### config.mk
export PLATFORM = sky130hd
export DESIGN_NAME = pingpong_buf_64bit
export DESIGN_NICKNAME = d
export VERILOG_FILES = /design/src/rtl/pingpong_buf_64bit.sv
export SDC_FILE = /design/constraint.sdc
export NUM_CORES = 1
export LEC_CHECK = 0
export BUFFER_PORTS_ARGS = -buffer_cell sky130_fd_sc_hd__buf_2
export CAP_MARGIN = 20
export CORE_MARGIN = 3
export CORE_UTILIZATION = 25
export CTS_BUF_LIST = sky130_fd_sc_hd__clkbuf_16
export DETAILED_ROUTE_END_ITERATION = 6
export GPL_TIMING_DRIVEN = 1
export PLACE_DENSITY = 0.47
export SYNTH_ARGS = -nofsm -noshare
export SYNTH_HDL_FRONTEND = slang
export SYNTH_SLANG_ARGS = --single-unit
### constraint.sdc
create_clock -name clk -period 2.6 [get_ports clk]
set_input_delay 0.26 -clock clk [delete_from_list [all_inputs] [get_ports clk]]
set_output_delay 0.26 -clock clk [all_outputs]
set_load 0.02 [all_outputs]
### src/rtl/pingpong_buf_64bit.sv
// Two-bank ping-pong buffer feeding mux2_64bit: banks side by side on w, read pointer on s.
// Optional synchronous occupancy flush input is enabled by defining PP_FLUSH_EN.
module pingpong_buf_64bit #(
    parameter int DATA_W = 64
) (
    input  logic                clk,
    input  logic                reset,
    input  logic [DATA_W-1:0]   in_data,
    input  logic                in_valid,
    output logic                in_ready,
    output logic [2*DATA_W-1:0] w,
    output logic                s,
    output logic                out_valid,
    input  logic                out_ready,
`ifdef PP_FLUSH_EN
    input  logic                flush,
`endif
    output logic [1:0]          count
);

    logic [DATA_W-1:0] bank0_r, bank1_r;
    logic              v0_r, v1_r;
    logic              wr_ptr_r, rd_ptr_r;

    logic [DATA_W-1:0] bank0_n_s, bank1_n_s;
    logic              v0_n_s, v1_n_s;
    logic              wr_ptr_n_s, rd_ptr_n_s;
    logic              push_s, pop_s, flush_s;

`ifdef PP_FLUSH_EN
    assign flush_s = flush;
`else
    assign flush_s = 1'b0;
`endif

    // Every output is a pure function of registered state.
    assign in_ready  = wr_ptr_r ? ~v1_r : ~v0_r;
    assign out_valid = rd_ptr_r ? v1_r : v0_r;
    assign s         = rd_ptr_r;
    assign count     = {1'b0, v0_r} + {1'b0, v1_r};
    assign w         = {bank1_r, bank0_r};

    assign push_s = in_valid && in_ready;
    assign pop_s  = out_valid && out_ready;

    // Next-state: push and pop always address different banks, so both may apply at once.
    always_comb begin
        bank0_n_s  = bank0_r;
        bank1_n_s  = bank1_r;
        v0_n_s     = v0_r;
        v1_n_s     = v1_r;
        wr_ptr_n_s = wr_ptr_r;
        rd_ptr_n_s = rd_ptr_r;
        if (flush_s) begin
            // Occupancy is cleared but bank data stays visible on w.
            v0_n_s     = 1'b0;
            v1_n_s     = 1'b0;
            wr_ptr_n_s = 1'b0;
            rd_ptr_n_s = 1'b0;
        end else begin
            if (push_s) begin
                if (wr_ptr_r) begin
                    bank1_n_s = in_data;
                    v1_n_s    = 1'b1;
                end else begin
                    bank0_n_s = in_data;
                    v0_n_s    = 1'b1;
                end
                wr_ptr_n_s = ~wr_ptr_r;
            end else begin
                wr_ptr_n_s = wr_ptr_r;
            end
            if (pop_s) begin
                if (rd_ptr_r) begin
                    v1_n_s = 1'b0;
                end else begin
                    v0_n_s = 1'b0;
                end
                rd_ptr_n_s = ~rd_ptr_r;
            end else begin
                rd_ptr_n_s = rd_ptr_r;
            end
        end
    end

    // State registers with synchronous reset taking priority over everything else.
    always_ff @(posedge clk) begin
        if (reset) begin
            bank0_r  <= '0;
            bank1_r  <= '0;
            v0_r     <= 1'b0;
            v1_r     <= 1'b0;
            wr_ptr_r <= 1'b0;
            rd_ptr_r <= 1'b0;
        end else begin
            bank0_r  <= bank0_n_s;
            bank1_r  <= bank1_n_s;
            v0_r     <= v0_n_s;
            v1_r     <= v1_n_s;
            wr_ptr_r <= wr_ptr_n_s;
            rd_ptr_r <= rd_ptr_n_s;
        end
    end

endmodule

## Word level (Yosys, flattened, before mapping)

Index checks and enable logic that the tools add are counted.

| cells by class | value |
|---|---|
| add/sub/neg operators | 1 |
| reductions and logical operators | 4 |
| bitwise gates (word level) | 4 |
| magnitude comparators | 0 |
| multiply operators | 0 |
| multiplexer cells | 10 |
| div/mod/pow operators | 0 |
| shifts and indexed selects | 0 |
| equal/unequal tests | 0 |

Operators with widths:

| cell | number |
|---|---|
| two-way mux 1 bit | 10 |
| inverter 1 bit | 4 |
| AND reduction 2 bit | 2 |
| adder 1 x 1 -> 2 bit | 1 |
| logical AND 1 bit | 2 |

| word-level totals | value |
|---|---|
| bits of input ports | 68 |
| memories kept | 0 |
| word-level logic and storage cells | 25 |
| flip-flop bits (word level) | 132 |
| latch bits | 0 |
| RAM bits | 0 |
| bits in read-only memories | 0 |

## Longest topological paths before layout

Gate-level depths: netlist of the first run.

| depth | value |
|---|---|
| depth after elaboration | 6 |
| depth in mapped cells | 5 |
| gate-level depth less buffers | 3 |

## Worst setup path after synthesis of the first run

OpenSTA, ideal clock, no wires.

| path | value |
|---|---|
| path kind | reg-to-reg |
| start | reg wr_ptr_r |
| end | reg bank0_r[53] |
| arrival time | 1.112 ns |
| clock period less this slack | 1.244 ns |
| required time | 2.468 ns |
| stages on the path, launching flop included | 6 |
| path buffers | 2 |
| setup time | 0.132 ns |
| setup slack | 1.356 ns |
| path through | dfxtp_1 -> or3b_4 -> buf_6 -> buf_6 -> nand2_1 -> a21oi_1 |

| on the way | value |
|---|---|
| cells in the longest elaborated chain, start to end | 3 |
| elaborated cells between the ends (all ways) | 4 |

Ends and longest elaborated chain:

| what | RTL line | RTL |
|---|---|---|
| start, declared | 23 | `logic wr_ptr_r, rd_ptr_r;` |
| start signal, assigned | 100 | `wr_ptr_r <= wr_ptr_n_s;` |
| two-way mux 1 bit | 37 | `assign in_ready = wr_ptr_r ? ~v1_r : ~v0_r;` |
| logical AND 1 bit | 43 | `assign push_s = in_valid && in_ready;` |
| AND reduction 2 bit (no line) (*) | - |  |
| end signal, assigned | 96 | `bank0_r <= bank0_n_s;` |
| end, declared | 21 | `logic [DATA_W-1:0] bank0_r, bank1_r;` |

Mark *: on every way between the ends. The rest lies on a longest branch, timed or not.
A chain may end at the register's enable or synchronous reset.

## Worst setup path in the final report of the first run

| path | value |
|---|---|
| start | reg rd_ptr_r (netlist: s) |
| end | out out_valid |

| on the way | value |
|---|---|
| cells in the longest elaborated chain, start to end | 1 |

Ends and longest elaborated chain:

| what | RTL line | RTL |
|---|---|---|
| start, declared | 23 |  |
| start signal, assigned | 101 | `rd_ptr_r <= rd_ptr_n_s;` |
| two-way mux 1 bit | 38 | `assign out_valid = rd_ptr_r ? v1_r : v0_r;` |
| end, declared | 13 | `output logic out_valid,` |

No other way between the ends.

==> impl_metrics.json, run 1 <==
{
  "synth_common_cells": "nand2_1, a21oi_1, dfxtp_1",
  "syn_inst": 577,
  "utilization_pct": 35.60,
  "cp-end-kind": "output pin",
  "fin_ws_ns": 1.016,
  "clk_latency_ns": 0.41,
  "finalNetCount": 829,
  "rows": 48,
  "via_per_inst": 4.312,
  "ys_types": 18,
  "leakage_nw": 2.820,
  "die_w_um": 141.6,
  "synth_edf_count": 0,
  "clockPowerShare_pct": 43.2,
  "worstPathRequired_ns": 2.34,
  "post_cts_buffers": 0,
  "ys.flop_type": "dfxtp_1",
  "power_frac_seq_pct": 43.9,
  "antenna_found_initial": 0,
  "start_util_pct": 26.02,
  "tns_ns": 0,
  "port_buffers": 200,
  "min_period_over_period_pct": 60.93,
  "area_growth_pct": 36.82,
  "combPwrFrac_pct": 12.8,
  "r2r_slack_ns": 1.02,
  "cts_made_buffers": 17,
  "final_layout_size_suffix_gt1_share_pct": 30.57,
  "start_kind": "flip-flop",
  "worst_pin_slew_ns": 0.4923,
  "cts_sinks": 132,
  "netlist_area_mm2": 0.004594,
  "dp_slack_ns": 0.9675,
  "clock-root-buffer": "clkbuf_16",
  "critical_path_class": "flip-flop to output pin",
  "critical_path.endpoint": "out_valid",
  "path_max_fanout": 6,
  "seq_area_mm2": 0.002643,
  "synth_top_area_share_pct": 57.52,
  "core_mm2": 0.01766,
  "htree_num_levels": 4,
  "crit_start": "s$_SDFFE_PP0P_",
  "dieArea_mm2": 0.02004,
  "ys_warn_count": 0,
  "n_fill_cell": 1882,
  "slew_violations": 0,
  "async_flop_share_pct": 0,
  "grt_pass1_wl_um": 22780,
  "finalHoldViolCount": 0,
  "place_area_mm2": 0.005761,
  "antenna_left": 0,
  "dr_total_vias": 4299,
  "drc": 0,
  "slew_headroom_pct": 67.18,
  "synth.most_common_cell": "nand2_1",
  "max-clock-path-buffers": 2,
  "p_int_mw": 3.627,
  "min_path_type": "input port to flip-flop",
  "timing.fmax_mhz": 631.2,
  "antenna_cells": 0,
  "holdBufCountCts": 0,
  "synth-seq-area-share_pct": 57.52,
  "firstDrtPassIters": 4,
  "yosys.area.top_type": "dfxtp_1",
  "r2r_start": "wr_ptr_r$_SDFFE_PP0N_",
  "power.density_mw_per_mm2": 793.3,
  "cts_resized": 0,
  "switching_power_mw": 1.359,
  "max_cap_viol_count": 0,
  "grt_start_max_net_pins": 86,
  "ys_seq_elements": 132,
  "peakVddDrop_v": 0.0004485,
  "layout_min_cycle_time_ns": 1.584,
  "ioPinCount": 201,
  "grt_pass1_vias": 4210,
  "globalRouteOverflowTotal": 0,
  "stdcell_area_mm2": 0.006286,
  "syn_nets": 646,
  "die_h_um": 141.6,
  "multiInputGateArea_mm2": 0.001723,
  "fin_worst_skew_ns": 0.007662,
  "hpwl_um": 9416,
  "total_power_mw": 4.987,
  "cts_tree": "yes",
  "setup_viol": 0,
  "clkTransAtPathRegs_ns": 0.06,
  "worstHoldStart": "in_data[55]",
  "r2r-end": "bank1_r[39]$_SDFFE_PP0P_",
  "critPathArrivalTime_ns": 1.32,
  "track_usage_pct": 14.28,
  "worstRegToRegCells": 4,
  "wl_per_cell_um": 14.30,
  "swShare_pct": 27.26,
  "outcome": "completed",
  "gp_congestion": 0.7168,
  "drt_wl_total_um": 14260,
  "synthTopCellsByArea": "dfxtp_1, nand2_1, a21oi_1, buf_2, clkbuf_1",
  "syn_avg_cell_area_um2": 7.963,
  "first_iter_violations": 146,
  "rsz0062_at_grt": "no"
}
-- critical path, stage by stage (launching register included) --
cell     delay [ns]
dfxtp_1        0.41
mux2_2         0.35
buf_2          0.16
-- power groups by stage --
stage	sequential [mW]	clock (mW)	combinational [mW]
floorplan	2.36	0	0.265
global placement	2.23	0	0.660
detailed placement	2.24	0	0.657
CTS	2.19	2.24	0.659
global route	2.21	2.33	0.712
finish	2.19	2.16	0.640
-- placed cells by master, fill, tap and decap left out --
cell	n
nand2_1	257
o21ai_0	2
clkinv_4	2
nor3b_2	1
clkinv_1	3
bufinv_16	1
a311oi_1	1
dfxtp_1	132
clkinv_2	3
buf_4	4
and3b_2	1
a21oi_1	132
or3b_4	1
clkbuf_16	17
buf_2	199
clkinvlp_4	2
mux2i_1	1
nor2_1	1
inv_1	5
buf_12	4
mux2_2	1
nand3b_1	1
ha_1	1
-- per-stage QoR --
step                      cells  hold slack, ns
after floorplan             577          0.3787
after global placement      966          0.4414
after detailed placement    966          0.4435
after CTS                   997         0.07024
after global routing        997         0.07650
final                       997         0.09341
-- kinds of logic (layout without fill, tap and decap cells) --
logic type | after synthesis | in the layout | synth area share (%)
buffers and inverters | 45 | 240 | 5.120
multiplexers | 2 | 2 | 0.4630
AO/OA/AOI/OAI | 135 | 135 | 14.79
AND/OR/NAND/NOR | 262 | 262 | 21.84
adder cells (fa/ha/maj) | 1 | 1 | 0.2723
flip-flops | 132 | 132 | 57.52
-- worst min path at each step --
stage	end	slack, ns	cells past startpoint
global placement	bank1_r[58]$_SDFFE_PP0P_	0.44	2
finish	bank1_r[55]$_SDFFE_PP0P_	0.09	3
detailed placement	bank1_r[21]$_SDFFE_PP0P_	0.44	2
global route	bank1_r[1]$_SDFFE_PP0P_	0.08	3
floorplan	s$_SDFFE_PP0P_	0.38	1
CTS	bank1_r[56]$_SDFFE_PP0P_	0.07	3
-- sequential cells by signal, indices dropped and copies added (netlist names) --
register and flops:
bank0_r 64, v0_r 1, v1_r 1, s 1
wr_ptr_r 1, bank1_r 64
-- area by class of cell --
cell class / instances / share of cell area (%)
flip-flops and latches: 132 / 42.04
multi-input cells: 400 / 27.41
repair buffers: 207 / 17.60
clock buffers: 17 / 6.768
well taps: 225 / 4.479
clock inverters: 14 / 1.592
inverters: 2 / 0.1194
-- layer usage --
metal | track usage (%) | wire length [um] | vias to the layer above
met5 | 0 | 0 | -
met3 | 5.831 | 1320 | 13
li1 | - | - | 2220
met2 | 22.79 | 6300 | 151
met1 | 17.74 | 6469 | 1915
met4 | 4.242 | 167 | 0
Note: power is estimated with default switching activity, not from simulation.
==> run 2: changes to the inputs <==
PLACE_DENSITY = 0.48   (was 0.47)
clock period = 1.3 ns   (was 2.6 ns; I/O delays follow)
==> run 2 against run 1 <==
The run now ends with setup timing left. Design area grew 21%. Wire length increased by 16%. Sequential cell count did not move. Clock-buffer cell count unchanged. Register-to-register slack worse by 1.1 ns. Core utilization is 7.4 points higher. Largest power group is now clock.
==> impl_metrics.json, run 2 (synthesized netlist as in run 1, its figures left out) <==
{
  "tns_ns": -5.788,
  "final_common_cell": "nand2_1",
  "layout.cells.non_filler": 1084,
  "cts_made_buffers": 17,
  "drt_wl_total_um": 16480,
  "hpwl_um": 9822,
  "r2r-end": "bank0_r[51]$_SDFFE_PP0P_",
  "grt_start_max_net_pins": 74,
  "track_usage_pct": 14.80,
  "cts_sinks": 132,
  "fin_ws_ns": -0.08787,
  "core_mm2": 0.01766,
  "slew_violations": 0,
  "timing.fmax_mhz": 720.5,
  "violations": "setup timing",
  "multiInputGateArea_mm2": 0.001936,
  "place_inst": 976,
  "power.density_mw_per_mm2": 1425,
  "ioPinCount": 201,
  "first_iter_violations": 153,
  "outcome": "finished with violations",
  "n_fill_cell": 1802,
  "port_buffers": 200,
  "setup_viol": 121,
  "cp-end-kind": "output pin",
  "globalRouteOverflowTotal": 0,
  "leakage_nw": 3.350,
  "min_path_type": "input port to flip-flop",
  "path_max_fanout": 5,
  "critPathArrivalTime_ns": 1.26,
  "grt_pass1_wl_um": 23850,
  "final_layout_size_suffix_gt1_share_pct": 36.79,
  "cts_tree": "yes",
  "via_per_inst": 4.445,
  "seq_area_mm2": 0.002653,
  "r2r_start": "wr_ptr_r$_SDFFE_PP0N_",
  "clock-root-buffer": "clkbuf_16",
  "final_cell_mix": "nand2_1, buf_2, dfxtp_1",
  "antenna_left": 0,
  "antenna_cells": 0,
  "dieArea_mm2": 0.02004,
  "start_kind": "flip-flop",
  "die_w_um": 141.6,
  "worstPathRequired_ns": 1.17,
  "rsz0062_at_grt": "yes",
  "r2r_slack_ns": -0.08,
  "drc": 0,
  "slew_headroom_pct": 74.15,
  "fin_worst_skew_ns": 0.005711,
  "clkTransAtPathRegs_ns": 0.05,
  "peakVddDrop_v": 0.001072,
  "clk_latency_ns": 0.41,
  "layout_min_cycle_time_ns": 1.388,
  "reg_top3": "bank0_r: 64 flops, bank1_r: 64 flops",
  "grt_pass1_vias": 4566,
  "start_util_pct": 26.02,
  "max-clock-path-buffers": 2,
  "finalNetCount": 917,
  "antenna_found_initial": 0,
  "hold-worst-slack_ns": 0.1292,
  "critical_path.endpoint": "out_valid",
  "min_period_over_period_pct": 106.8,
  "area_growth_pct": 65.17,
  "wl_per_cell_um": 15.20,
  "gp_congestion": 0.7497,
  "firstDrtPassIters": 4,
  "utilization_pct": 42.98,
  "htree_num_levels": 4,
  "worstRegToRegCells": 5,
  "worst_pin_slew_ns": 0.3878,
  "max_cap_viol_count": 0,
  "crit_start": "v1_r$_SDFF_PP0_",
  "die_h_um": 141.6,
  "rows": 48,
  "critical_path_class": "flip-flop to output pin",
  "dr_total_vias": 4818,
  "finalHoldViolCount": 0
}
[run 2: worst min-delay path by stage]
stage | start | to | slack (ns) | depth (start not counted)
5_1_grt | in_valid | wr_ptr_r$_SDFFE_PP0N_ | 0.14 | 4
3_5_place_dp | in_data[0] | bank0_r[0]$_SDFFE_PP0P_ | 0.39 | 3
4_1_cts | in_valid | wr_ptr_r$_SDFFE_PP0N_ | 0.10 | 4
6_report | in_valid | wr_ptr_r$_SDFFE_PP0N_ | 0.13 | 4
3_3_place_gp | in_data[1] | bank1_r[1]$_SDFFE_PP0P_ | 0.39 | 3
2_1_floorplan | out_ready | s$_SDFFE_PP0P_ | 0.25 | 1
[run 2: metal layers]
metal	vias to the layer above	track usage [%]	routed length (um)
met1	2250	18.03	7399
met4	0	3.889	218
met2	154	24.34	7678
li1	2398	-	-
met3	16	5.999	1179
met5	-	0	0
[run 2: timing repair]
item | 4_1_cts | 5_1_grt
hold buffers | 66 | 0
setup endpoints to repair | 4 | 91
gates cloned | 0 | 7
pin swaps | 1 | 10
resized for setup | 17 | 60
endpoints found under the hold margin | 132 | 0
buffers inserted | 3 | 2
[run 2: critical path, stage by stage (launching register included)]
cell and delay (ns):
dfxtp_2 0.32, buf_6 0.13, mux2_2 0.27, buf_6 0.13
[run 2: stage by stage]
stage                     power [mW]  setup WS, ns  area, um2
after floorplan                5.258       0.05550       4594
after global placement         5.853       0.05291       5898
after detailed placement       5.852       0.03297       5898
after CTS                      10.82       -0.1187       7209
after global routing           11.29       -0.1363       7589
final                          10.82      -0.08787       7589
[run 2: power breakdown]
part | switching (mW) | internal, mW
sequential | 0.111 | 4.27
combinational | 1.01 | 0.719
clock | 1.75 | 2.96
[run 2: final cells by class]
type / count / share of cell area, %
Clock buffer: 17 / 5.606
Clock inverter: 13 / 1.929
Inverter: 2 / 0.09893
Multi-Input combinational cell: 400 / 25.51
Sequential cell: 132 / 34.95
Tap cell: 225 / 3.710
Timing Repair Buffer: 295 / 28.19
==> run 3: changes to the inputs <==
==> constraint.sdc (replaced) <==
create_clock -name clk -period 1.3 [get_ports clk]
set_input_delay 0.065 -clock clk [delete_from_list [all_inputs] [get_ports clk]]
set_output_delay 0.065 -clock clk [all_outputs]
set_load 0.02 [all_outputs]
==> run 3 against run 2 <==
The flow still finishes with violations (setup timing). Sequential power about the same. Total power up 4.5%. Clock-buffer cell count unchanged. Core utilization decreased by 1.3 points. Wire length is 6.8% lower. Global-route usage fell by 0.21 points. Sequential share of layout area rose by 1.1 points. Worst setup slack better by 0.030 ns. Clock power rose by 13%. Design area fell by 3.0%.
==> impl_metrics.json, run 3 (synthesized netlist as in run 1, its figures left out) <==
{
  "outcome": "finished with violations",
  "violations": "setup timing",
  "final_common_cell": "nand2_1",
  "drc": 0,
  "total_power_mw": 11.30,
  "drt_wl_total_um": 15360,
  "power.density_mw_per_mm2": 1536,
  "max-clock-path-buffers": 2,
  "crit_slowest_cell": "or3b_4",
  "critical_path_class": "flip-flop to flip-flop",
  "antenna_left": 0,
  "slew_headroom_pct": 80.68,
  "use_met3_pct": 4.752,
  "track_usage_pct": 14.60,
  "first_iter_violations": 97,
  "hpwl_um": 10010,
  "min_path_type": "input port to flip-flop",
  "tns_ns": -1.399,
  "reg_top3": "bank0_r: 64 flops, bank1_r: 64 flops",
  "cp-end-kind": "flip-flop",
  "cts_tree": "yes",
  "core_mm2": 0.01766,
  "path_max_fanout": 40,
  "max_cap_viol_count": 0,
  "rsz0062_at_grt": "yes",
  "dr_total_vias": 4741,
  "finalHoldViolCount": 0,
  "fin_ws_ns": -0.05759,
  "timing.fmax_mhz": 736.6,
  "firstDrtPassIters": 4,
  "worstPathRequired_ns": 1.59,
  "dieArea_mm2": 0.02004,
  "die_w_um": 141.6,
  "grt_pass1_vias": 4502,
  "gp_congestion": 0.7518,
  "met2_usage_pct": 24.11,
  "peakVddDrop_v": 0.0008320,
  "fin_worst_skew_ns": 0.007155,
  "antenna_found_initial": 0,
  "leakage_nw": 3.256,
  "htree_num_levels": 4,
  "ioPinCount": 201,
  "min_period_over_period_pct": 104.4,
  "finalNetCount": 909,
  "slowest_delay_ns": 0.40,
  "grt_pass1_wl_um": 23630,
  "area_growth_pct": 60.16,
  "die_h_um": 141.6,
  "port_buffers": 200,
  "clock-root-buffer": "clkbuf_16",
  "start_kind": "flip-flop",
  "layout_min_cycle_time_ns": 1.358,
  "cts_made_buffers": 17,
  "final_layout_size_suffix_gt1_share_pct": 32.24,
  "crit_chain": "buf_4 > or3b_4 > buf_12 > nand2_1 > a21oi_1",
  "busiest_layer": "met2",
  "start_util_pct": 26.02,
  "via_per_inst": 4.398,
  "rows": 48,
  "grt_use_met1_pct": 18.24,
  "grt_start_max_net_pins": 59,
  "clk_latency_ns": 0.42,
  "final_cell_mix": "nand2_1, buf_2, dfxtp_1",
  "cts_sinks": 132,
  "antenna_cells": 0,
  "globalRouteOverflowTotal": 0,
  "slew_violations": 0,
  "wl_per_cell_um": 14.25,
  "setup_viol": 50,
  "clkTransAtPathRegs_ns": 0.06,
  "worst_pin_slew_ns": 0.2898,
  "critPathArrivalTime_ns": 1.65
}
[run 3: cell types whose count changed in the layout (fill, tap and decap cells not counted), moves of 3 or more]
| cell | previous run | this run |
|---|---|---|
| a21oi_1 | 101 | 120 |
| a21oi_2 | 31 | 12 |
| buf_6 | 8 | 5 |
| clkbuf_16 | 23 | 18 |
| inv_1 | 5 | 2 |
| inv_6 | 0 | 3 |
| nand2_1 | 236 | 257 |
| nand2_2 | 16 | 0 |
| nand2_4 | 5 | 0 |
[run 3: through the flow]
step,worst slack [ns],hold slack (ns),area (um2),util [%],cells
after floorplan,0.05550,0.1837,4594,-,577
after global placement,0.05723,0.3208,5898,33.40,976
after detailed placement,0.03228,0.3239,5898,33.40,976
after CTS,-0.05038,0.04158,7274,41.20,1076
after global routing,-0.1004,0.08467,7358,41.67,1078
final,-0.05759,0.05822,7358,41.67,1078
[run 3: final timing paths]
path / startpoint / to / slack (ns) / cells after the start
max reg2reg: v0_r$_SDFF_PP0_ / bank0_r[46]$_SDFFE_PP0P_ / -0.06 / 5
min reg2reg: bank1_r[63]$_SDFFE_PP0P_ / bank1_r[63]$_SDFFE_PP0P_ / 0.45 / 2
max: v0_r$_SDFF_PP0_ / bank0_r[46]$_SDFFE_PP0P_ / -0.06 / 5
min: in_valid / wr_ptr_r$_SDFFE_PP0N_ / 0.06 / 4
[run 3: final cells by class]
| cell class | count | area [um2] |
|---|---|---|
| sequential | 132 | 2650 |
| multi-input combinational | 400 | 1788 |
| tap | 225 | 281.5 |
| fill | 1836 | 10300 |
| inverter | 2 | 7.507 |
| clock inverter | 15 | 227.7 |
| clock buffer | 17 | 425.4 |
| timing repair buffer | 287 | 1978 |
[run 3: metal layers]
| metal | part of all wire (%) | wire, um | vias up |
|---|---|---|---|
| met5 | 0 | 0 | - |
| li1 | - | - | 2394 |
| met2 | 46 | 7128 | 139 |
| met4 | 1.0 | 153 | 0 |
| met3 | 7.1 | 1097 | 10 |
| met1 | 45 | 6979 | 2198 |
[run 3: worst max-delay path: cells and delay by family, from the launching register on]
family / cells / cell delay [ns]
AND/OR/NAND/NOR: 2 / 0.50
buffers and inverters: 2 / 0.32
AO/OA/AOI/OAI: 1 / 0.06
flip-flops: 1 / 0.32
[run 3: where the power goes]
part / internal [mW] / switching (mW) / leakage, nW
Clock: 3.42 / 1.91 / 0.314
Sequential: 4.27 / 0.110 / 1.08
Combinational: 0.649 / 0.942 / 1.86
[run 3: repair_timing]
action,4_1_cts,5_1_grt
gates resized for setup,14,14
endpoints found under the setup margin,4,77
buffers inserted,2,1
pin swaps,1,0
cloned,0,1
hold buffers,66,0
endpoints found under the hold margin,132,0
